<file path="config.mk">
export PLATFORM = sky130hd
export DESIGN_NAME = vga_tim_ctrl_flat
export DESIGN_NICKNAME = d
export VERILOG_FILES = /design/src/rtl/vga_tim_ctrl_if.sv /design/src/rtl/vga_tim_ctrl.sv /design/src/flat_wrapper.sv
export SDC_FILE = /design/constraint.sdc
export NUM_CORES = 1
export LEC_CHECK = 0
export CAP_MARGIN = 20
export CELL_PAD_IN_SITES_DETAIL_PLACEMENT = 0
export CELL_PAD_IN_SITES_GLOBAL_PLACEMENT = 1
export CORE_MARGIN = 1
export CORE_UTILIZATION = 33
export CTS_BUF_LIST = sky130_fd_sc_hd__clkbuf_4 sky130_fd_sc_hd__clkbuf_8 sky130_fd_sc_hd__clkbuf_16
export DETAILED_ROUTE_END_ITERATION = 8
export PLACE_DENSITY_LB_ADDON = 0.3
export SLEW_MARGIN = 10
export SYNTH_ARGS = -nofsm -noshare
export SYNTH_HDL_FRONTEND = slang
export SYNTH_SLANG_ARGS = --single-unit
</file>
<file path="constraint.sdc">
create_clock -name clk_i -period 2.8 [get_ports clk_i]
set_clock_uncertainty 0.15 [all_clocks]
set_input_delay 0.42 -clock clk_i [delete_from_list [all_inputs] [get_ports clk_i]]
set_output_delay 0.42 -clock clk_i [all_outputs]
set_load 0.02 [all_outputs]
</file>
<file path="src/rtl/vga_tim_ctrl_if.sv">
// Bus between the VGA timing controller, its register file and the h/v timing counters.
// Software config and counter status flow in; shadowed config and counter controls flow out.
interface vga_tim_ctrl_if #(
   parameter int TB_WIDTH  = 8,
   parameter int VB_WIDTH  = 12,
   parameter int DIV_WIDTH = 8
);
   logic                 en_i;
   logic [DIV_WIDTH-1:0] div_i;
   logic                 cfg_upd_i;
   logic [TB_WIDTH-1:0]  hbp_i, hsn_i, hfp_i;
   logic [VB_WIDTH-1:0]  hvlen_i;
   logic [TB_WIDTH-1:0]  vbp_i, vsn_i, vfp_i;
   logic [VB_WIDTH-1:0]  vvlen_i;
   logic                 hend_i, vend_i, hvis_i, vvis_i;

   logic [TB_WIDTH-1:0]  hbp_o, hsn_o, hfp_o;
   logic [VB_WIDTH-1:0]  hvlen_o;
   logic [TB_WIDTH-1:0]  vbp_o, vsn_o, vfp_o;
   logic [VB_WIDTH-1:0]  vvlen_o;
   logic                 hcnt_en_o, vcnt_en_o, cnt_rst_n_o, pix_en_o;
   logic                 line_irq_o, frame_irq_o, upd_ack_o, busy_o;

   modport master (
      output en_i, div_i, cfg_upd_i,
      output hbp_i, hsn_i, hfp_i, hvlen_i, vbp_i, vsn_i, vfp_i, vvlen_i,
      output hend_i, vend_i, hvis_i, vvis_i,
      input  hbp_o, hsn_o, hfp_o, hvlen_o, vbp_o, vsn_o, vfp_o, vvlen_o,
      input  hcnt_en_o, vcnt_en_o, cnt_rst_n_o, pix_en_o,
      input  line_irq_o, frame_irq_o, upd_ack_o, busy_o
   );

   modport slave (
      input  en_i, div_i, cfg_upd_i,
      input  hbp_i, hsn_i, hfp_i, hvlen_i, vbp_i, vsn_i, vfp_i, vvlen_i,
      input  hend_i, vend_i, hvis_i, vvis_i,
      output hbp_o, hsn_o, hfp_o, hvlen_o, vbp_o, vsn_o, vfp_o, vvlen_o,
      output hcnt_en_o, vcnt_en_o, cnt_rst_n_o, pix_en_o,
      output line_irq_o, frame_irq_o, upd_ack_o, busy_o
   );
endinterface

</file>
<file path="src/rtl/vga_tim_ctrl.sv">
// VGA timing sequencer: pixel-tick divider, counter enables, frame-boundary config shadowing,
// graceful start/stop and line/frame event pulses.
module vga_tim_ctrl #(
   parameter int TB_WIDTH  = 8,
   parameter int VB_WIDTH  = 12,
   parameter int DIV_WIDTH = 8
) (
   input  logic          clk_i,
   input  logic          rst_n_i,
   vga_tim_ctrl_if.slave bus
);
   typedef enum logic [1:0] {ST_IDLE, ST_START, ST_RUN, ST_STOP_PEND} state_t;

   localparam logic [DIV_WIDTH-1:0] DIV_ONE = DIV_WIDTH'(1);

   state_t               r_state;
   logic [DIV_WIDTH-1:0] r_div_cnt, r_div_shd;
   logic [TB_WIDTH-1:0]  r_hbp, r_hsn, r_hfp, r_vbp, r_vsn, r_vfp;
   logic [VB_WIDTH-1:0]  r_hvlen, r_vvlen;
   logic                 r_upd_pend, r_busy, r_cnt_rst_n;
   logic                 r_line_irq, r_frame_irq, r_upd_ack;

   logic w_active, w_tick, w_hcnt_en, w_vcnt_en, w_frame_end;
   logic w_upd_req, w_apply, w_load;

   assign w_active    = r_busy;
   assign w_tick      = (r_div_cnt == '0);
   assign w_hcnt_en   = w_active & w_tick;
   assign w_vcnt_en   = w_hcnt_en & bus.hend_i;
   assign w_frame_end = w_vcnt_en & bus.vend_i;

   // A request arriving on the very frame_end cycle is honoured on that boundary.
   assign w_upd_req = r_upd_pend | bus.cfg_upd_i;
   assign w_apply   = w_upd_req & ((r_state == ST_IDLE) | w_frame_end);
   assign w_load    = w_apply | (r_state == ST_START);

   always_ff @(posedge clk_i) begin
      if (!rst_n_i) begin
         r_state     <= ST_IDLE;
         r_div_cnt   <= '0;
         r_div_shd   <= '0;
         r_hbp       <= '0;
         r_hsn       <= '0;
         r_hfp       <= '0;
         r_hvlen     <= '0;
         r_vbp       <= '0;
         r_vsn       <= '0;
         r_vfp       <= '0;
         r_vvlen     <= '0;
         r_upd_pend  <= 1'b0;
         r_busy      <= 1'b0;
         r_cnt_rst_n <= 1'b0;
         r_line_irq  <= 1'b0;
         r_frame_irq <= 1'b0;
         r_upd_ack   <= 1'b0;
      end else begin
         r_line_irq  <= w_vcnt_en;
         r_frame_irq <= w_frame_end;
         r_upd_ack   <= w_apply;

         if (w_load) begin
            r_div_shd <= bus.div_i;
            r_hbp     <= bus.hbp_i;
            r_hsn     <= bus.hsn_i;
            r_hfp     <= bus.hfp_i;
            r_hvlen   <= bus.hvlen_i;
            r_vbp     <= bus.vbp_i;
            r_vsn     <= bus.vsn_i;
            r_vfp     <= bus.vfp_i;
            r_vvlen   <= bus.vvlen_i;
         end

         if (r_state == ST_START)
            r_upd_pend <= 1'b0;
         else
            r_upd_pend <= w_upd_req & ~w_apply;

         // Held at zero outside the running states so the first running cycle ticks.
         if (w_active)
            r_div_cnt <= w_tick ? r_div_shd : (r_div_cnt - DIV_ONE);
         else
            r_div_cnt <= '0;

         case (r_state)
            ST_IDLE: begin
               if (bus.en_i)
                  r_state <= ST_START;
            end
            ST_START: begin
               if (bus.en_i) begin
                  r_state     <= ST_RUN;
                  r_busy      <= 1'b1;
                  r_cnt_rst_n <= 1'b1;
               end else begin
                  r_state <= ST_IDLE;
               end
            end
            ST_RUN: begin
               if (!bus.en_i)
                  r_state <= ST_STOP_PEND;
            end
            ST_STOP_PEND: begin
               if (bus.en_i) begin
                  r_state <= ST_RUN;
               end else if (w_frame_end) begin
                  r_state     <= ST_IDLE;
                  r_busy      <= 1'b0;
                  r_cnt_rst_n <= 1'b0;
               end
            end
            default: begin
               r_state     <= ST_IDLE;
               r_busy      <= 1'b0;
               r_cnt_rst_n <= 1'b0;
            end
         endcase
      end
   end

   assign bus.hbp_o       = r_hbp;
   assign bus.hsn_o       = r_hsn;
   assign bus.hfp_o       = r_hfp;
   assign bus.hvlen_o     = r_hvlen;
   assign bus.vbp_o       = r_vbp;
   assign bus.vsn_o       = r_vsn;
   assign bus.vfp_o       = r_vfp;
   assign bus.vvlen_o     = r_vvlen;
   assign bus.hcnt_en_o   = w_hcnt_en;
   assign bus.vcnt_en_o   = w_vcnt_en;
   assign bus.cnt_rst_n_o = r_cnt_rst_n;
   assign bus.pix_en_o    = w_hcnt_en & bus.hvis_i & bus.vvis_i;
   assign bus.line_irq_o  = r_line_irq;
   assign bus.frame_irq_o = r_frame_irq;
   assign bus.upd_ack_o   = r_upd_ack;
   assign bus.busy_o      = r_busy;
endmodule

</file>
<file path="src/flat_wrapper.sv">
// flat-port wrapper written by rule: the top's interface ports become plain ports
module vga_tim_ctrl_flat 
#(
   parameter int TB_WIDTH  = 8,
   parameter int VB_WIDTH  = 12,
   parameter int DIV_WIDTH = 8
)
  (clk_i, rst_n_i, bus_en_i, bus_div_i, bus_cfg_upd_i, bus_hbp_i, bus_hsn_i, bus_hfp_i, bus_hvlen_i, bus_vbp_i, bus_vsn_i, bus_vfp_i, bus_vvlen_i, bus_hend_i, bus_vend_i, bus_hvis_i, bus_vvis_i, bus_hbp_o, bus_hsn_o, bus_hfp_o, bus_hvlen_o, bus_vbp_o, bus_vsn_o, bus_vfp_o, bus_vvlen_o, bus_hcnt_en_o, bus_vcnt_en_o, bus_cnt_rst_n_o, bus_pix_en_o, bus_line_irq_o, bus_frame_irq_o, bus_upd_ack_o, bus_busy_o);
  vga_tim_ctrl_if #(.TB_WIDTH(TB_WIDTH), .VB_WIDTH(VB_WIDTH), .DIV_WIDTH(DIV_WIDTH)) bus_i ();
  input  logic clk_i;
  input  logic rst_n_i;
  input wire logic [$bits(bus_i.en_i)-1:0] bus_en_i;
  input wire logic [$bits(bus_i.div_i)-1:0] bus_div_i;
  input wire logic [$bits(bus_i.cfg_upd_i)-1:0] bus_cfg_upd_i;
  input wire logic [$bits(bus_i.hbp_i)-1:0] bus_hbp_i;
  input wire logic [$bits(bus_i.hsn_i)-1:0] bus_hsn_i;
  input wire logic [$bits(bus_i.hfp_i)-1:0] bus_hfp_i;
  input wire logic [$bits(bus_i.hvlen_i)-1:0] bus_hvlen_i;
  input wire logic [$bits(bus_i.vbp_i)-1:0] bus_vbp_i;
  input wire logic [$bits(bus_i.vsn_i)-1:0] bus_vsn_i;
  input wire logic [$bits(bus_i.vfp_i)-1:0] bus_vfp_i;
  input wire logic [$bits(bus_i.vvlen_i)-1:0] bus_vvlen_i;
  input wire logic [$bits(bus_i.hend_i)-1:0] bus_hend_i;
  input wire logic [$bits(bus_i.vend_i)-1:0] bus_vend_i;
  input wire logic [$bits(bus_i.hvis_i)-1:0] bus_hvis_i;
  input wire logic [$bits(bus_i.vvis_i)-1:0] bus_vvis_i;
  output wire logic [$bits(bus_i.hbp_o)-1:0] bus_hbp_o;
  output wire logic [$bits(bus_i.hsn_o)-1:0] bus_hsn_o;
  output wire logic [$bits(bus_i.hfp_o)-1:0] bus_hfp_o;
  output wire logic [$bits(bus_i.hvlen_o)-1:0] bus_hvlen_o;
  output wire logic [$bits(bus_i.vbp_o)-1:0] bus_vbp_o;
  output wire logic [$bits(bus_i.vsn_o)-1:0] bus_vsn_o;
  output wire logic [$bits(bus_i.vfp_o)-1:0] bus_vfp_o;
  output wire logic [$bits(bus_i.vvlen_o)-1:0] bus_vvlen_o;
  output wire logic [$bits(bus_i.hcnt_en_o)-1:0] bus_hcnt_en_o;
  output wire logic [$bits(bus_i.vcnt_en_o)-1:0] bus_vcnt_en_o;
  output wire logic [$bits(bus_i.cnt_rst_n_o)-1:0] bus_cnt_rst_n_o;
  output wire logic [$bits(bus_i.pix_en_o)-1:0] bus_pix_en_o;
  output wire logic [$bits(bus_i.line_irq_o)-1:0] bus_line_irq_o;
  output wire logic [$bits(bus_i.frame_irq_o)-1:0] bus_frame_irq_o;
  output wire logic [$bits(bus_i.upd_ack_o)-1:0] bus_upd_ack_o;
  output wire logic [$bits(bus_i.busy_o)-1:0] bus_busy_o;
  assign bus_i.en_i = bus_en_i;
  assign bus_i.div_i = bus_div_i;
  assign bus_i.cfg_upd_i = bus_cfg_upd_i;
  assign bus_i.hbp_i = bus_hbp_i;
  assign bus_i.hsn_i = bus_hsn_i;
  assign bus_i.hfp_i = bus_hfp_i;
  assign bus_i.hvlen_i = bus_hvlen_i;
  assign bus_i.vbp_i = bus_vbp_i;
  assign bus_i.vsn_i = bus_vsn_i;
  assign bus_i.vfp_i = bus_vfp_i;
  assign bus_i.vvlen_i = bus_vvlen_i;
  assign bus_i.hend_i = bus_hend_i;
  assign bus_i.vend_i = bus_vend_i;
  assign bus_i.hvis_i = bus_hvis_i;
  assign bus_i.vvis_i = bus_vvis_i;
  assign bus_hbp_o = bus_i.hbp_o;
  assign bus_hsn_o = bus_i.hsn_o;
  assign bus_hfp_o = bus_i.hfp_o;
  assign bus_hvlen_o = bus_i.hvlen_o;
  assign bus_vbp_o = bus_i.vbp_o;
  assign bus_vsn_o = bus_i.vsn_o;
  assign bus_vfp_o = bus_i.vfp_o;
  assign bus_vvlen_o = bus_i.vvlen_o;
  assign bus_hcnt_en_o = bus_i.hcnt_en_o;
  assign bus_vcnt_en_o = bus_i.vcnt_en_o;
  assign bus_cnt_rst_n_o = bus_i.cnt_rst_n_o;
  assign bus_pix_en_o = bus_i.pix_en_o;
  assign bus_line_irq_o = bus_i.line_irq_o;
  assign bus_frame_irq_o = bus_i.frame_irq_o;
  assign bus_upd_ack_o = bus_i.upd_ack_o;
  assign bus_busy_o = bus_i.busy_o;
  vga_tim_ctrl #(.TB_WIDTH(TB_WIDTH), .VB_WIDTH(VB_WIDTH), .DIV_WIDTH(DIV_WIDTH)) u_core (.clk_i(clk_i), .rst_n_i(rst_n_i), .bus(bus_i));
endmodule
</file>
# Yosys cells after proc, flatten, opt, wreduce, memory -nomap -nowiden
# Index checks and enable logic that the tools add are counted.
# word_totals
regBits,95
input_bits,88
word_cells,56
# classes
muxes,11
n_eq_ne,9
n_bitwise,12
n_reduce_logical,7
add_sub_neg,1
# op_table
op,count
two-way mux 2 bit,5
zero test 8 bit,1
two-way mux 8 bit,1
"!= test 2 bit, second input constant",4
one-hot mux 2 bit (4 select lines),1
"subtractor 8 x 1 -> 8 bit, second input constant",1
bitwise AND 1 bit,7
"equality test 2 bit, second input constant",2
AND reduction 4 bit,1
two-way mux 1 bit,3
"!= test 3 x 2 -> 1 bit, second input constant",1
OR 1 bit,3
AND reduction 3 bit,1
"equality test 2 x 1 -> 1 bit, second input constant",1
zero test 2 bit,1
"!= test 2 x 1 -> 1 bit, second input constant",1
NOT 1 bit,2
one-hot mux 1 bit (2 select lines),1
AND reduction 2 bit,1
nonzero test 2 bit,1
OR reduction 2 bit,1

# Longest topological paths before layout
# Gate-level depths: netlist of the first run.
# logic_depth
word_depth,8
ltp_mapped,8

# Worst setup path after synthesis of the first run
# OpenSTA, ideal clock, no wires.
# synth_path
path_kind,register -> output
from,register u_core.r_div_cnt[0]
to,output bus_pix_en_o
slack_ps,544
t_required_ps,2230
path_stages_with_launch,7
arrival_ps,1686
cell_sequence,dfxtp_1 > inv_1 > ha_1 > nor3b_1 > nand2_2 > nor2_1 > and3_1
# synth_via
elab_chain_cells,4
# synth_rtl
element,line_no,source
start: declaration,vga_tim_ctrl.sv:17,"logic [DIV_WIDTH-1:0] r_div_cnt, r_div_shd;"
start signal: assignment,vga_tim_ctrl.sv:80,r_div_cnt <= w_tick ? r_div_shd : (r_div_cnt - DIV_ONE);
zero test 8 bit,vga_tim_ctrl.sv:27,assign w_tick = (r_div_cnt == '0);
bitwise AND 1 bit,vga_tim_ctrl.sv:28,assign w_hcnt_en = w_active & w_tick;
net bus_hcnt_en_o,flat_wrapper.sv:35,output wire logic [$bits(bus_i.hcnt_en_o)-1:0] bus_hcnt_en_o;
bitwise AND 1 bit (2 in a row),vga_tim_ctrl.sv:131,assign bus.pix_en_o = w_hcnt_en & bus.hvis_i & bus.vvis_i;
end: declaration,flat_wrapper.sv:38,output wire logic [$bits(bus_i.pix_en_o)-1:0] bus_pix_en_o;
# The timed path passes the listed nets, and every way through them passes these cells.

# Worst setup path in the final report of the first run
# layout_path
from,register u_core.r_div_cnt[0]
to,output bus_hcnt_en_o
# layout_via
elab_chain_cells,2
# layout_rtl
element,line_no
zero test 8 bit,vga_tim_ctrl.sv:27
bitwise AND 1 bit,vga_tim_ctrl.sv:28
end: declaration,flat_wrapper.sv:35
# No other way between the ends.

==> flow_summary.toml, run 1 <==
[floorplan]
die_w_um = 110.5
io_pins = 168
rows = 39
die_area_sq_mm = 0.01221
start_util_pct = 33.89
coreArea_sq_mm = 0.01147
dieHeight_um = 110.5

[logic_synthesis]
yosysTopAreaCell = "dfxtp_1"
synth_top_area_share_pct = 48.94
ys_top_cells_by_area = "dfxtp_1 (49%), mux2i_1 (21%), nand2_1 (16%)"
yosysUniqueCellTypes = 30
yosys_warnings = 0
ys_seq_area_share_pct = 48.94
syn_area_per_cell_sq_um = 9.059
netlist_area_sq_mm = 0.003886
syn_inst = 429
ys_ff_latch = 95
syn_nets = 519

[clock_tree]
cts_setup_buffers = 0
cts_hold_buf = 0
cts_buffer_depth = 2
clk_latency_ns = 0.33
clock-sinks = 95
cts_htree_levels = 3
clkTransAtPathRegs_ns = 0.06
tritoncts = "built"
cts_buffers = 9
clockRootBuffer = "clkbuf_16"

[setup_path]
r2r_setup_slack_ns = 0.93
r2r-start = "u_core.r_div_cnt[0]"
cp_max_fo = 5
cp.arrival_ns = 2.02
crit_required_ns = 2.23
cpPeakStageDelay_ns = 0.63
worstSetupPathType = "reg2out"
rr_worst_depth = 7
crit_path_end = "bus_hcnt_en_o"
critPathCaptureType = "primary output"
worstSetupStartpointType = "register"
crit_chain = "inv_1 -> ha_1 -> nor3b_2 -> nand2_2 -> nor2_1 -> clkdlybuf4s50_1"
startpoint = "u_core.r_div_cnt[0]"
cpMaxStageDelayCell = "clkdlybuf4s50_1"
r2r_end = "u_core.bus.vvlen_o[1]"

[timing]
rsz0062_at_grt = "no"
fmax_mhz = 385.6
slew_viol_final = 0
period_share_pct = 92.62
tightest_slew_ns = 0.4505
final-hold-violation-count = 0
setup_viol = 0
setup_ws_ns = 0.2066
relSlewSlack_pct = 69.97
period_needed_ns = 2.593
finalSetupTns_ns = 0
timing.hold.ws_ns = 0.3088

[grt]
grt_max_degree = 89
grt_pass1_wl_mm = 15.59
antenna_found_initial = 0
grt_pass1_vias = 3262
gr-total-overflow = 0
grt_usage_pct = 15.70

[hold_path]
hp-class = "reg2reg"

[pwr]
finalPower_mw = 3.548
ir_drop_uv = 326.7
p_per_area_mw_per_mm2 = 596.4
cellLeakagePower_nw = 2.471

[placement]
dpl.hpwl_mm = 6.614
postPlaceCellArea_sq_mm = 0.005657
dpl_worst_slack_ns = 0.3071
globalplace.congestion = 0.7675
port_buffers = 167

[detailed_routing]
first_pass_iters = 4
routed_via_density = 4.551
drtIter0Drc = 93
routedWlPerCell_um = 12.62
antenna_left = 0
drcViolationCount = 0
vias = 3336
wirelength_mm = 9.251

[cells_and_area]
n_antenna_cell = 0
finalNetCount = 675
most-common-layout-cells = "nand2_1 (167), clkdlybuf4s50_1 (165), dfxtp_1 (95)"
area_growth_syn_to_layout_pct = 53.09
final_common_cell = "nand2_1"
drive_gt1_share_pct = 5.254
final_cell_area_sq_mm = 0.005949

[outcome]
outcome = "finished, final reports clean"

[job]
cap_violations = 0
==> where the power goes <==
part | total [mW] | switching, mW | internal, mW
registers | 1.54 | 0.0636 | 1.47
clock network | 1.17 | 0.498 | 0.668
logic | 0.845 | 0.399 | 0.446
==> metrics by stage <==
stage | instances | util (%)
floorplan | 429 | -
global placement | 717 | 49.33
detailed placement | 717 | 49.33
CTS | 733 | 51.86
global route | 733 | 51.88
finish | 733 | 51.88
==> critical path: cells and delay by family, from the launching register on <==
family / cells / cell delay, ns
DFF: 1 / 0.34
and+or+nand+nor: 3 / 0.50
buffers and inverters: 2 / 0.72
adders and majority gates: 1 / 0.14
==> cells in the mapped netlist <==
library cell and number:
a21oi_1 3, buf_6 8, nor4_4 1, and3_1 1, nor3b_1 2, nand4_1 1, clkbuf_1 19, or2_2 1
a311oi_1 1, a211oi_1 6, buf_4 2, nand2_2 1, nand3_1 1, xnor2_1 3, nor2_1 13, nor3_1 2
o31ai_1 3, mux2i_1 80, o211ai_1 1, or4_4 1, nor4_2 1, dfxtp_1 95, xor2_1 2, o22a_1 1
o21ai_0 3, inv_1 5, nand2_1 167, and2_1 2, a221oi_1 1, ha_1 2
==> what timing repair did <==
action / in CTS / in global routing
gates resized for setup: 1 / 1
setup endpoints to repair: 1 / 1
cloned: 0 / 0
==> per-layer routing <==
layer | routed length [um] | GRT usage (%) | part of all wire (%)
met1 | 3917 | 18.01 | 42
met2 | 4488 | 26.42 | 49
met5 | 0 | 0 | 0
met3 | 645 | 5.159 | 7.0
met4 | 199 | 7.200 | 2.2
==> registers in the layout (all words and copies together), names as in the netlist, named ones only <==
register                flops
u_core.bus.hvlen_o         12
u_core.bus.vvlen_o         12
u_core.bus.hbp_o            8
u_core.bus.hfp_o            8
u_core.bus.hsn_o            8
u_core.bus.vbp_o            8
u_core.bus.vfp_o            8
u_core.bus.vsn_o            8
u_core.r_div_cnt            8
u_core.r_div_shd            8
u_core.bus.cnt_rst_n_o      1
u_core.bus.frame_irq_o      1
u_core.bus.line_irq_o       1
u_core.bus.upd_ack_o        1
u_core.r_state              1
u_core.r_upd_pend           1
==> logic make-up (layout without fill, tap and decap cells) <==
kind of cell    Yosys count  after routing  synth area share, %
buf+inv                  34            195                5.023
mux                      80             80                20.61
xor+xnor                  5              5                1.127
compound gates           19             19                3.380
simple gates            194            194                20.28
fa+ha+maj                 2              2               0.6438
flops                    95             95                48.94
==> worst min path at each step <==
stage	slack, ns	depth (start not counted)	start	endpoint
final	0.31	2	u_core.bus.hbp_o[4]	u_core.bus.hbp_o[4]
after detailed placement	0.30	2	u_core.r_div_shd[1]	u_core.r_div_shd[1]
after CTS	0.31	2	u_core.bus.vsn_o[1]	u_core.bus.vsn_o[1]
after global routing	0.32	2	u_core.r_div_shd[7]	u_core.r_div_shd[7]
after floorplan	0.28	2	u_core.r_div_shd[6]	u_core.r_div_shd[6]
after global placement	0.29	2	u_core.bus.hsn_o[4]	u_core.bus.hsn_o[4]
==> layout make-up <==
class,instances,area (sq um)
fillers,1072,5518
inverters,5,18.77
well taps,143,178.9
clock buffers,13,267.8
repair buffers,174,1762
flip-flops and latches,95,1902
multi-input cells,300,1803
clock inverters,3,17.52
(Power assumes the default switching activity.)
==> run 2: changes to the inputs <==
--- a/config.mk
+++ b/config.mk
@@ -5,13 +5,15 @@
 export SDC_FILE = /design/constraint.sdc
 export NUM_CORES = 1
 export LEC_CHECK = 0
+export ABC_AREA = 1
 export CAP_MARGIN = 20
 export CELL_PAD_IN_SITES_DETAIL_PLACEMENT = 0
 export CELL_PAD_IN_SITES_GLOBAL_PLACEMENT = 1
 export CORE_MARGIN = 1
-export CORE_UTILIZATION = 33
+export CORE_UTILIZATION = 32
 export CTS_BUF_LIST = sky130_fd_sc_hd__clkbuf_4 sky130_fd_sc_hd__clkbuf_8 sky130_fd_sc_hd__clkbuf_16
 export DETAILED_ROUTE_END_ITERATION = 8
+export HOLD_SLACK_MARGIN = 0.1
 export PLACE_DENSITY_LB_ADDON = 0.3
 export SLEW_MARGIN = 10
 export SYNTH_ARGS = -nofsm -noshare
==> flow_summary.toml, run 2 <==
[logic_synthesis]
yosys_warnings = 0
syn_inst = 616
synth_edf_count = 0
ys_seq_area_share_pct = 44.84
ys_ff_latch = 95
async_reset_ff_share_pct = 0
syn_nets = 706
syn_area_per_cell_sq_um = 6.886
yosysTopAreaCell = "dfxtp_1"
ys_top_cells_by_area = "dfxtp_1 (45%), a21oi_1 (10%), nand3_1 (8.7%)"
synthTopCellsByCount = "dfxtp_1 (95), inv_1 (94), nor2_1 (94)"
yosysUniqueCellTypes = 28
ys.flop_type = "dfxtp_1"
synth_top_area_share_pct = 44.84
synth.most_common_cell = "dfxtp_1"
netlist_area_sq_mm = 0.004242

[timing]
relSlewSlack_pct = 68.25
final-hold-violation-count = 0
period_needed_ns = 2.608
timing.hold.ws_ns = 0.2937
tightest_slew_ns = 0.4762
setup_viol = 0
slew_viol_final = 0
fmax_mhz = 383.5
rsz0062_at_grt = "no"
period_share_pct = 93.13
finalSetupTns_ns = 0

[setup_path]
worstSetupPathType = "reg2out"
r2r_setup_slack_ns = 0.69
crit_required_ns = 2.23
cpMaxStageDelayCell = "clkdlybuf4s50_1"
worstSetupStartpointType = "register"
r2r-start = "u_core.r_div_cnt[0]"
cp_max_fo = 5
cp.arrival_ns = 2.04
critPathCaptureType = "primary output"
crit_chain = "inv_1 -> ha_1 -> nand2_1 -> nor2_4 -> inv_1 -> nor2_1 -> clkdlybuf4s50_1"
startpoint = "u_core.r_div_cnt[0]"
cpPeakStageDelay_ns = 0.64
rr_worst_depth = 10
crit_path_end = "bus_hcnt_en_o"
critPathMostFrequentCell = "inv_1"
r2r_end = "u_core.bus.vvlen_o[9]"

[cells_and_area]
regArea_sq_mm = 0.001902
multi_input_area_sq_mm = 0.001795
area_growth_syn_to_layout_pct = 49.12
most-common-layout-cells = "clkdlybuf4s50_1 (164), dfxtp_1 (95), inv_1 (94), nor2_1 (94), nand2_1 (90)"
fillers = 1236
finalNetCount = 846
n_antenna_cell = 0
drive_gt1_share_pct = 5.007
final_common_cell = "clkdlybuf4s50_1"

[grt]
grt_pass1_vias = 3714
gr-total-overflow = 0
grt_max_degree = 82
antenna_found_initial = 0
grt_usage_pct = 16.60
grt_pass1_wl_mm = 17.69

[clock_tree]
clockRootBuffer = "clkbuf_16"
cts_buffer_depth = 2
cts_htree_levels = 3
clock-sinks = 95
cts_buffers = 9
tritoncts = "built"
clkTransAtPathRegs_ns = 0.06
clk_latency_ns = 0.35

[detailed_routing]
routedWlPerCell_um = 12.09
antenna_left = 0
routed_via_density = 4.441
drtIter0Drc = 271
first_pass_iters = 4
wirelength_mm = 11.26
drcViolationCount = 0
vias = 4135

[job]
cap_violations = 0

[floorplan]
start_util_pct = 33.21
die_area_sq_mm = 0.01372
dieHeight_um = 117.1
io_pins = 168
rows = 41
coreArea_sq_mm = 0.01277
die_w_um = 117.1

[placement]
port_buffers = 167
globalplace.congestion = 0.7730
dpl.hpwl_mm = 7.651

[pwr]
p_per_area_mw_per_mm2 = 599.1
ir_drop_uv = 384.4
cellLeakagePower_nw = 2.904

[hold_path]
hp-class = "reg2reg"

[outcome]
outcome = "finished, final reports clean"
-- run 2: cell types whose count changed in the layout (fill, tap and decap cells not counted), sizes merged, moves of 3 or more --
cell,before,now
nand4,1,4
mux2i,80,0
nand2,168,93
nor2,13,96
a211oi,6,0
inv,5,94
o21ai,3,7
nand3,1,83
a21oi,3,88
o31ai,3,0
-- run 2: through the flow --
step | setup WS, ns | util [%] | cells | power, mW | cell area (sq um)
final | 0.1924 | 49.52 | 931 | 3.789 | 6325
after global routing | 0.01718 | 49.52 | 931 | 4.017 | 6325
after CTS | 0.03847 | 49.48 | 931 | 3.851 | 6320
after detailed placement | 0.4183 | 47.34 | 917 | 2.685 | 6047
after global placement | 0.4547 | 47.34 | 917 | 2.663 | 6047
after floorplan | 0.7327 | - | 616 | 2.205 | 4242
-- run 2: timing repair --
action,in CTS,in global routing
endpoints found under the setup margin,0,2
hold buffers,0,0
buffers inserted,0,0
gates resized for setup,0,2
-- run 2: worst min-delay path by stage --
stage	slack, ns	endpoint	from	cells past startpoint
global placement	0.27	u_core.r_div_cnt[0]	u_core.r_div_cnt[0]	1
CTS	0.30	u_core.r_div_cnt[0]	u_core.r_div_cnt[0]	1
finish	0.29	u_core.r_div_cnt[0]	u_core.r_div_cnt[0]	1
global route	0.31	u_core.bus.cnt_rst_n_o	rst_n_i	3
detailed placement	0.29	u_core.r_div_cnt[0]	u_core.r_div_cnt[0]	1
floorplan	0.26	u_core.r_div_cnt[0]	u_core.r_div_cnt[0]	1
-- run 2: cells by family (layout without fill, tap and decap cells) --
kind of cell | count (synthesis) | count (layout) | share of synthesized area, %
DFF | 95 | 95 | 44.84
and+or+nand+nor | 279 | 279 | 29.20
buffers and inverters | 139 | 282 | 13.01
xor gates and xnor gates | 3 | 3 | 0.6196
adders and majority gates | 2 | 2 | 0.5899
AOI/OAI and AO/OA | 98 | 98 | 11.74
-- run 2: cell type report --
| class | instances | area share, % |
|---|---|---|
| Clock buffer | 13 | 4.233 |
| Clock inverter | 1 | 0.07913 |
| Inverter | 94 | 5.579 |
| Multi-Input combinational cell | 382 | 28.39 |
| Sequential cell | 95 | 30.07 |
| Tap cell | 172 | 3.403 |
| Timing Repair Buffer | 174 | 28.25 |
-- run 2: where the power goes --
| part | total [mW] | internal (mW) | switching [mW] |
|---|---|---|---|
| registers | 1.57 | 1.50 | 0.0777 |
| logic | 1.07 | 0.507 | 0.566 |
| clock network | 1.14 | 0.659 | 0.484 |
| total | 3.79 | 2.66 | 1.13 |
-- run 2: routing by layer --
layer	part of all wire, %	routed length (um)	global-route usage [%]
met1	45	5017	20.60
met4	1.0	117	5.485
met3	5.9	669	6.025
met2	48	5453	26.71
met5	0	0	0
-- run 2: worst max-delay path, delay by kind of cell, from the launching register on --
family                     cells  cell delay (ns)
and+or+nand+nor                3             0.42
DFF                            1             0.31
adders and majority gates      1             0.15
buffers and inverters          3             0.81
